### src/rtl/hash_arb_pkg.sv
// rtl/hash_arb_pkg.sv - shared types and byte-array helpers for the hash core arbiter
package hash_arb_pkg;

  typedef enum logic [1:0] {
    IDLE  = 2'd0,
    ISSUE = 2'd1,
    WAIT  = 2'd2,
    RESP  = 2'd3
  } state_e;

  localparam int HASH_BYTES   = 4;
  localparam int CORE_LATENCY = 26;

  typedef logic [0:HASH_BYTES-1][7:0] hash_bytes_t;

  // Byte 0 of the flat word sits in bits [7:0] and maps to array element 0.
  function automatic hash_bytes_t unpack_bytes(input logic [8*HASH_BYTES-1:0] v);
    hash_bytes_t a;
    for (int i = 0; i < HASH_BYTES; i++) begin
      a[i] = v[8*i +: 8];
    end
    return a;
  endfunction

  function automatic logic [8*HASH_BYTES-1:0] pack_bytes(input hash_bytes_t a);
    logic [8*HASH_BYTES-1:0] v;
    for (int i = 0; i < HASH_BYTES; i++) begin
      v[8*i +: 8] = a[i];
    end
    return v;
  endfunction

endpackage

### src/rtl/hash_rr_picker.sv
// rtl/hash_rr_picker.sv - round-robin selector: first valid requester at or after ptr
module hash_rr_picker #(
  parameter int N_REQ = 4
) (
  input  logic [N_REQ-1:0]         req,
  input  logic [$clog2(N_REQ)-1:0] ptr,
  output logic [$clog2(N_REQ)-1:0] sel,
  output logic                     any_valid
);

  localparam int PTR_W = $clog2(N_REQ);

  logic [PTR_W:0]   idx;
  logic [PTR_W-1:0] idx_n;

  // Walk from the farthest offset down so the nearest valid port overwrites last.
  always_comb begin
    sel       = '0;
    any_valid = 1'b0;
    idx       = '0;
    idx_n     = '0;
    for (int i = N_REQ - 1; i >= 0; i--) begin
      idx = {1'b0, ptr} + (PTR_W+1)'(i);
      if (idx >= (PTR_W+1)'(N_REQ)) begin
        idx = idx - (PTR_W+1)'(N_REQ);
      end
      idx_n = idx[PTR_W-1:0];
      if (req[idx_n]) begin
        sel       = idx_n;
        any_valid = 1'b1;
      end
    end
  end

endmodule

### src/rtl/hash_arbiter.sv
// rtl/hash_arbiter.sv - round-robin sharing of one hash core between N_REQ requesters
module hash_arbiter
  import hash_arb_pkg::*;
#(
  parameter int N_REQ   = 4,
  parameter int TIMEOUT = 64
) (
  input  logic                         clk,
  input  logic                         rst_n,
  input  logic [N_REQ-1:0]             req_valid,
  output logic [N_REQ-1:0]             req_ready,
  input  logic [N_REQ*32-1:0]          req_m,
  input  logic [N_REQ*32-1:0]          req_iv,
  output logic [N_REQ-1:0]             rsp_valid,
  input  logic [N_REQ-1:0]             rsp_ready,
  output logic [31:0]                  rsp_d,
  output logic                         rsp_err,
  output logic                         busy,
  output logic                         core_start,
  output logic [0:HASH_BYTES-1][7:0]   core_m,
  output logic [0:HASH_BYTES-1][7:0]   core_iv,
  input  logic [0:HASH_BYTES-1][7:0]   core_d,
  input  logic                         core_done
);

  localparam int PTR_W   = $clog2(N_REQ);
  localparam int TIMER_W = $clog2(TIMEOUT);
  localparam logic [TIMER_W-1:0] TIMER_LAST = TIMER_W'(TIMEOUT - 1);
  localparam logic [PTR_W-1:0]   PTR_LAST   = PTR_W'(N_REQ - 1);

  state_e             state_q, state_d;
  logic [PTR_W-1:0]   ptr_q, ptr_d;
  logic [PTR_W-1:0]   owner_q, owner_d;
  logic [31:0]        m_q, m_d;
  logic [31:0]        iv_q, iv_d;
  logic [31:0]        d_q, d_d;
  logic               err_q, err_d;
  logic [TIMER_W-1:0] timer_q, timer_d;
  logic [TIMER_W-1:0] timer_inc;

  logic [PTR_W-1:0]   sel;
  logic               any_valid;
  logic               drive_core;

  hash_rr_picker #(
    .N_REQ(N_REQ)
  ) u_picker (
    .req      (req_valid),
    .ptr      (ptr_q),
    .sel      (sel),
    .any_valid(any_valid)
  );

  assign timer_inc = timer_q + 1'b1;

  always_comb begin
    state_d    = state_q;
    ptr_d      = ptr_q;
    owner_d    = owner_q;
    m_d        = m_q;
    iv_d       = iv_q;
    d_d        = d_q;
    err_d      = err_q;
    timer_d    = timer_q;
    req_ready  = '0;
    rsp_valid  = '0;
    core_start = 1'b0;
    unique case (state_q)
      IDLE: begin
        // Gating on rst_n keeps the grant quiet while reset is held.
        if (any_valid && rst_n) begin
          req_ready[sel] = 1'b1;
          owner_d        = sel;
          m_d            = req_m[32*sel +: 32];
          iv_d           = req_iv[32*sel +: 32];
          state_d        = ISSUE;
        end
      end
      ISSUE: begin
        core_start = 1'b1;
        timer_d    = '0;
        state_d    = WAIT;
      end
      WAIT: begin
        timer_d = timer_inc;
        // A done in the same cycle as the abort still wins.
        if (core_done) begin
          d_d     = pack_bytes(core_d);
          err_d   = 1'b0;
          state_d = RESP;
        end else if (timer_inc == TIMER_LAST) begin
          d_d     = '0;
          err_d   = 1'b1;
          state_d = RESP;
        end
      end
      RESP: begin
        rsp_valid[owner_q] = 1'b1;
        if (rsp_ready[owner_q]) begin
          ptr_d   = (owner_q == PTR_LAST) ? '0 : owner_q + 1'b1;
          state_d = IDLE;
        end
      end
      default: state_d = IDLE;
    endcase
  end

  always_ff @(posedge clk or negedge rst_n) begin
    if (!rst_n) begin
      state_q <= IDLE;
      ptr_q   <= '0;
      owner_q <= '0;
      m_q     <= '0;
      iv_q    <= '0;
      d_q     <= '0;
      err_q   <= 1'b0;
      timer_q <= '0;
    end else begin
      state_q <= state_d;
      ptr_q   <= ptr_d;
      owner_q <= owner_d;
      m_q     <= m_d;
      iv_q    <= iv_d;
      d_q     <= d_d;
      err_q   <= err_d;
      timer_q <= timer_d;
    end
  end

  // The core samples its inputs every round, so they come straight from the latched copies.
  assign drive_core = (state_q == ISSUE) || (state_q == WAIT);
  assign core_m     = drive_core ? unpack_bytes(m_q)  : '0;
  assign core_iv    = drive_core ? unpack_bytes(iv_q) : '0;
  assign busy       = (state_q != IDLE);
  assign rsp_d      = (state_q == RESP) ? d_q : '0;
  assign rsp_err    = (state_q == RESP) && err_q;

endmodule
### config.mk
export PLATFORM = sky130hd
export DESIGN_NAME = hash_arbiter
export DESIGN_NICKNAME = d
export VERILOG_FILES = /design/src/rtl/hash_arb_pkg.sv /design/src/rtl/hash_rr_picker.sv /design/src/rtl/hash_arbiter.sv
export SDC_FILE = /design/constraint.sdc
export NUM_CORES = 1
export LEC_CHECK = 0
export ABC_AREA = 1
export BUFFER_PORTS_ARGS = -buffer_cell sky130_fd_sc_hd__clkbuf_2
export CORE_AREA = 2 2 156 158
export CTS_BUF_LIST = sky130_fd_sc_hd__clkbuf_4
export CTS_CLUSTER_DIAMETER = 60
export DETAILED_ROUTE_END_ITERATION = 16
export DIE_AREA = 0 0 158 160
export PLACE_DENSITY = 0.66
export SYNTH_ARGS = -nofsm -noshare
export SYNTH_HDL_FRONTEND = slang
export SYNTH_SLANG_ARGS = --single-unit
### constraint.sdc
create_clock -name clk -period 6.6 [get_ports clk]
set_clock_uncertainty 0.2 [all_clocks]
set_input_delay 1.98 -clock clk [delete_from_list [all_inputs] [get_ports clk]]
set_output_delay 1.98 -clock clk [all_outputs]
set_load 0.01 [all_outputs]
== Word level (Yosys, flattened, before mapping) ==
Index checks and enable logic that the tools add are counted.
W data, S select, Z words.
Word-level totals
  register bits: 109
  bits in latches: 0
  bits in writable memories: 0
  bits in read-only memories: 0
  bits of input ports: 299
  output and inout port bits: 107
  word-level logic and storage cells: 96
  memories kept: 0
Cells by class
  add/sub/neg operators: 9
  multiply operators: 0
  div/mod/pow operators: 0
  magnitude comparators: 12
  equal/unequal tests: 8
  shifts and indexed selects: 2
  multiplexer cells: 44
  bitwise gates (word level): 0
  reduce and logical (&&, ||, !) cells: 13
Operators by type and width (number)
  $shiftx A128 B8 Y32: 2
  $mux W32: 5
  $mux W2: 13
  $lt A2 B3 Y1 const B: 6
  $mux W1: 14
  $mux W4: 3
  $pmux W6 S2: 1
  $bmux W1 S2: 5
  $ge A3 B3 Y1 const B: 3
  $pmux W2 S4: 1
  $sub A2 B1 Y2 const B: 4
  $add A2 B2 Y3 const B: 2
  $add A6 B1 Y6 const B: 1
  $eq A2 B2 Y1 const B: 3
  $eq A6 B6 Y1 const B: 1
  $reduce_and A2 Y1: 3
  $reduce_bool A2 Y1: 3
  $demux W1 S2: 2
  $ge A2 B1 Y1 const B: 2
  $logic_and A1 B1 Y1: 4
  $ne A2 B2 Y1 const B: 2
  $add A2 B1 Y3 const B: 1
  $ge A2 B3 Y1 const B: 1
  $ne A3 B3 Y1 const B: 1
  other kinds (5): 5

== Depth between registers and ports, before layout ==
  word-level depth: 15
  depth in mapped cells: 16
  depth with buffers taken out: 14

== By module ==
Synthesis repeated with hierarchy kept, for this count alone.
Second synthesis, totals
  cells, all modules: 1129
  area total of the unflattened synthesis: 7241.9 sq um
Modules (own cells, without submodules)
  hash_arbiter: instances 1, cells each 1085, area each 7026.7 sq um, sequential area each 2727.6 sq um
  hash_rr_picker: instances 1, cells each 44, area each 215.2 sq um, sequential area each 0.0 sq um

== Worst setup path before layout ==
OpenSTA, ideal clock, no wires.
  path type: input -> output
  start: in req_valid[2]
  end: out req_ready[0]
  arrival: 3.153 ns
  required time: 4.420 ns
  path slack: 1.267 ns
  stages: 10
  buffers on the path: 2
  cells stage by stage: inv_1 o21ai_0 nand2_1 nand2_1 inv_2 nand3_2 nand2_2 buf_6 buf_4 nor3_1
Between the ends
  cells in the longest elaborated chain, start to end: 12
  elaborated cells on any way between the ends: 24
  those cells by class: order compare: 2; mux: 20; reduce/logical: 2
RTL lines
  start, declared: line hash_arbiter.sv:10  | input logic [N_REQ-1:0] req_valid,
  $bmux W1 S2: line hash_rr_picker.sv:28  | if (req[idx_n]) begin
  $mux W1 (not written as such): line hash_rr_picker.sv:28
  $mux W2 (4 in series): line hash_rr_picker.sv:28
  $lt A2 B3 Y1 (not written as such) / $ge A2 B1 Y1 (equally long branches): line hash_arbiter.sv:72  | req_ready[sel] = 1'b1;
  $logic_and A1 B1 Y1 (not written as such): line hash_arbiter.sv:72
  $mux W1 (not written as such): line hash_arbiter.sv:72
  $demux W1 S2: line hash_arbiter.sv:72
  $mux W4 (*): line hash_arbiter.sv:71  | if (any_valid && rst_n) begin
  $mux W4 (*): line hash_arbiter.sv:68  | unique case (state_q)
  end, declared: line hash_arbiter.sv:11  | output logic [N_REQ-1:0] req_ready,
Every way passes the cells marked *; elsewhere a longest branch is shown, timed or not. The select of a mux whose other input is x is not followed.

== Final worst setup path ==
  start: in req_valid[2]
  end: out req_ready[3]
Same word-level chain as after synthesis.

==> impl_metrics.py <==
metrics = {
    "run_status": {
        "outcome": "finished clean",
    },
    "drt": {
        "wl_um": 27700,
        "wl_per_cell_um": 13.0,
        "first_pass_iters": 7,
        "ant_nets": 0,
        "via_count": 9680,
        "top_layer": "met4",
        "drt_iter0_markers": 639,
        "met1Wirelength_um": 11800,
        "viasPerCell": 4.54,
        "wl_met2_um": 13600,
        "drcViolationCount": 0,
        "met3_length_um": 1770,
    },
    "clock_network": {
        "clockBufferDepth": 2,
        "h-tree-depth": 3,
        "post_cts_resize_count": 0,
        "clock_latency_ns": 0.48,
        "clk_pin_slew_ns": 0.16,
        "postCtsHoldBufs": 0,
        "cts_setup_buffers": 0,
        "tritoncts": "yes",
        "ctsRootBufferMaster": "clkbuf_4",
        "clock_sinks": 109,
        "cts_made_buffers": 9,
    },
    "logic_synthesis": {
        "synth_area_um2": 8580,
        "yosys_register_bits": 109,
        "synth_cell_type_count": 26,
        "synth.avg_cell_area_um2": 5.90,
        "synth_cells": 1456,
        "synth_top_area_share_pct": 31.8,
        "synth-seq-area-share_pct": 31.8,
        "yosys.area.top_type": "dfrtp_1",
        "synth_warnings": 0,
        "synthTopCellsByArea": "dfrtp_1 (32%), nand2_1 (23%), inv_1 (16%)",
        "syn_nets": 1765,
    },
    "floorplan": {
        "core_area_um2": 23800,
        "fp.dieW_um": 158,
        "io_pins": 406,
        "initial_core_util_pct": 36.0,
        "die_h_um": 160,
        "die_area_um2": 25300,
        "rows": 57,
    },
    "timing": {
        "fmax_mhz": 181,
        "final.setup.tns_ns": 0,
        "setup_ws_ns": 1.06,
        "fin_crit_ns": 5.54,
        "slew_viol_final": 0,
        "hold_slack_ns": 0.301,
        "fin_crit_sh_pct": 83.9,
        "final_hold_viol_count": 0,
        "max_slew_margin_pct": 25.8,
        "setup_viol": 0,
        "max_slew.worst_pin.slew_ns": 1.11,
        "rsz0062_at_grt": "false",
    },
    "setup_path": {
        "r2r-end": "iv_q[2]",
        "worstSetupStartpointType": "input pin",
        "setup.worst_path.start": "req_valid[2]",
        "worstSetupEndpointType": "primary output",
        "crit-reg2reg-launch": "ptr_q[0]",
        "rr_worst_depth": 15,
        "crit_end": "req_ready[3]",
        "arrival_ns": 3.36,
        "worstPathRequired_ns": 4.42,
        "path_max_fanout": 13,
        "rrSetupSlack_ns": 3.06,
        "path_class": "in -> out",
    },
    "layout": {
        "area_delta_synth_final_pct": 26.2,
        "stdcell_count": 2130,
        "layout_common_cells": "nand2_1 (531), clkbuf_2 (404), inv_1 (376)",
        "nets": 2108,
        "drive_above_1_share_pct": 24.8,
        "final_common_cell": "nand2_1",
        "stdcell_area_um2": 10800,
    },
    "power_and_ir_drop": {
        "power.leakage_nw": 7.77,
        "p_int_w": 0.00224,
        "ir_drop_uv": 307,
        "clkPwrFrac_pct": 6.8,
        "combPwrFrac_pct": 70.7,
        "p_sw_share_pct": 56.0,
        "powerDensity_nw_per_um2": 469,
        "p_sw_w": 0.00285,
        "seqPwrFrac_pct": 22.5,
    },
    "flow_run": {
        "cap_violations": 0,
    },
    "global_route": {
        "grt.total_usage_pct": 21.7,
        "grt_pass1_vias": 9018,
        "grt_pass1_wl_um": 44500,
        "antenna_found_initial": 2,
        "gr-total-overflow": 0,
        "grt_max_degree": 74,
    },
    "worst_hold_path": {
        "hp-class": "reg -> reg",
        "worstHoldStart": "iv_q[15]",
    },
    "placed_design": {
        "place_congestion": 0.877,
        "place_area_um2": 10700,
        "dp_cells": 2112,
        "portBuffers": 405,
        "dp_hpwl_um": 21000,
        "dp_slack_ns": 1.04,
    },
}
==> worst max-delay path, stage by stage <==
cell,delay (ns)
clkbuf_2,0.09
inv_1,0.04
o21ai_0,0.21
nor2_1,0.06
nand2_1,0.10
nand2_1,0.10
nor2_4,0.32
nand2_1,0.17
nor2_1,0.12
clkbuf_2,0.14
==> flip-flops by register name, summed over array words and instances, names as in the netlist <==
| signal | cells |
|---|---|
| timer_q | 6 |
| m_q | 32 |
| state_q | 2 |
| err_q | 1 |
| ptr_q | 2 |
| owner_q | 2 |
| d_q | 32 |
| iv_q | 32 |
==> logic make-up (layout without fill, tap and decap cells) <==
| group | Yosys count | after routing | share of synthesized area (%) |
|---|---|---|---|
| AO/OA/AOI/OAI | 50 | 50 | 4.43 |
| XOR/XNOR | 4 | 4 | 0.408 |
| adder cells (fa/ha/maj) | 10 | 10 | 1.46 |
| buffers and inverters | 467 | 815 | 22.1 |
| flip-flops | 109 | 109 | 31.8 |
| other | 0 | 2 | 0 |
| AND/OR/NAND/NOR | 816 | 816 | 39.8 |
==> area by class of cell <==
class	count	area, µm²
Antenna cell	2	5.00
Clock buffer	9	67.6
Clock inverter	7	73.8
Fill cell	2620	13000
Inverter	378	1420
Multi-Input combinational cell	880	3990
Sequential cell	109	2730
Tap cell	324	405
Timing Repair Buffer	421	2150
==> metal layers <==
layer | up-vias | track usage, %
met2 | 326 | 38.1
met3 | 39 | 3.61
li1 | 4966 | -
met5 | - | 0
met4 | 0 | 6.51
met1 | 4349 | 27.2
==> worst min path at each step <==
| stage | end | slack, ns | cells past startpoint |
|---|---|---|---|
| global route | iv_q[15] | 0.32 | 2 |
| floorplan | iv_q[0] | 0.25 | 2 |
| detailed placement | m_q[28] | 0.26 | 2 |
| finish | iv_q[15] | 0.30 | 2 |
| CTS | iv_q[25] | 0.30 | 2 |
| global placement | m_q[14] | 0.26 | 2 |
==> cell usage after synthesis, drive strengths merged <==
cell type,number
xnor2,1
buf,66
nor3,2
clkbuf,23
a22o,32
dfrtp,109
nand2,535
ha,10
a21oi,2
inv,378
nand3,269
o31ai,1
xor2,3
o21ai,13
o22ai,1
a22oi,1
nor2,10
==> metrics by stage <==
step	utilization (%)	power, W
floorplan	-	0.00381
global placement	44.9	0.00476
detailed placement	44.9	0.00478
CTS	45.5	0.00515
global route	45.5	0.00568
finish	45.5	0.00509
==> power by group through the flow <==
stage          Combinational [W]  Sequential, W  Clock [W]
2_1_floorplan            0.00270        0.00110          0
3_3_place_gp             0.00361        0.00115          0
3_5_place_dp             0.00363        0.00116          0
4_1_cts                  0.00364        0.00114   0.000363
5_1_grt                  0.00410        0.00118   0.000392
6_report                 0.00360        0.00114   0.000345
Power figures use the tool's default switching activity.
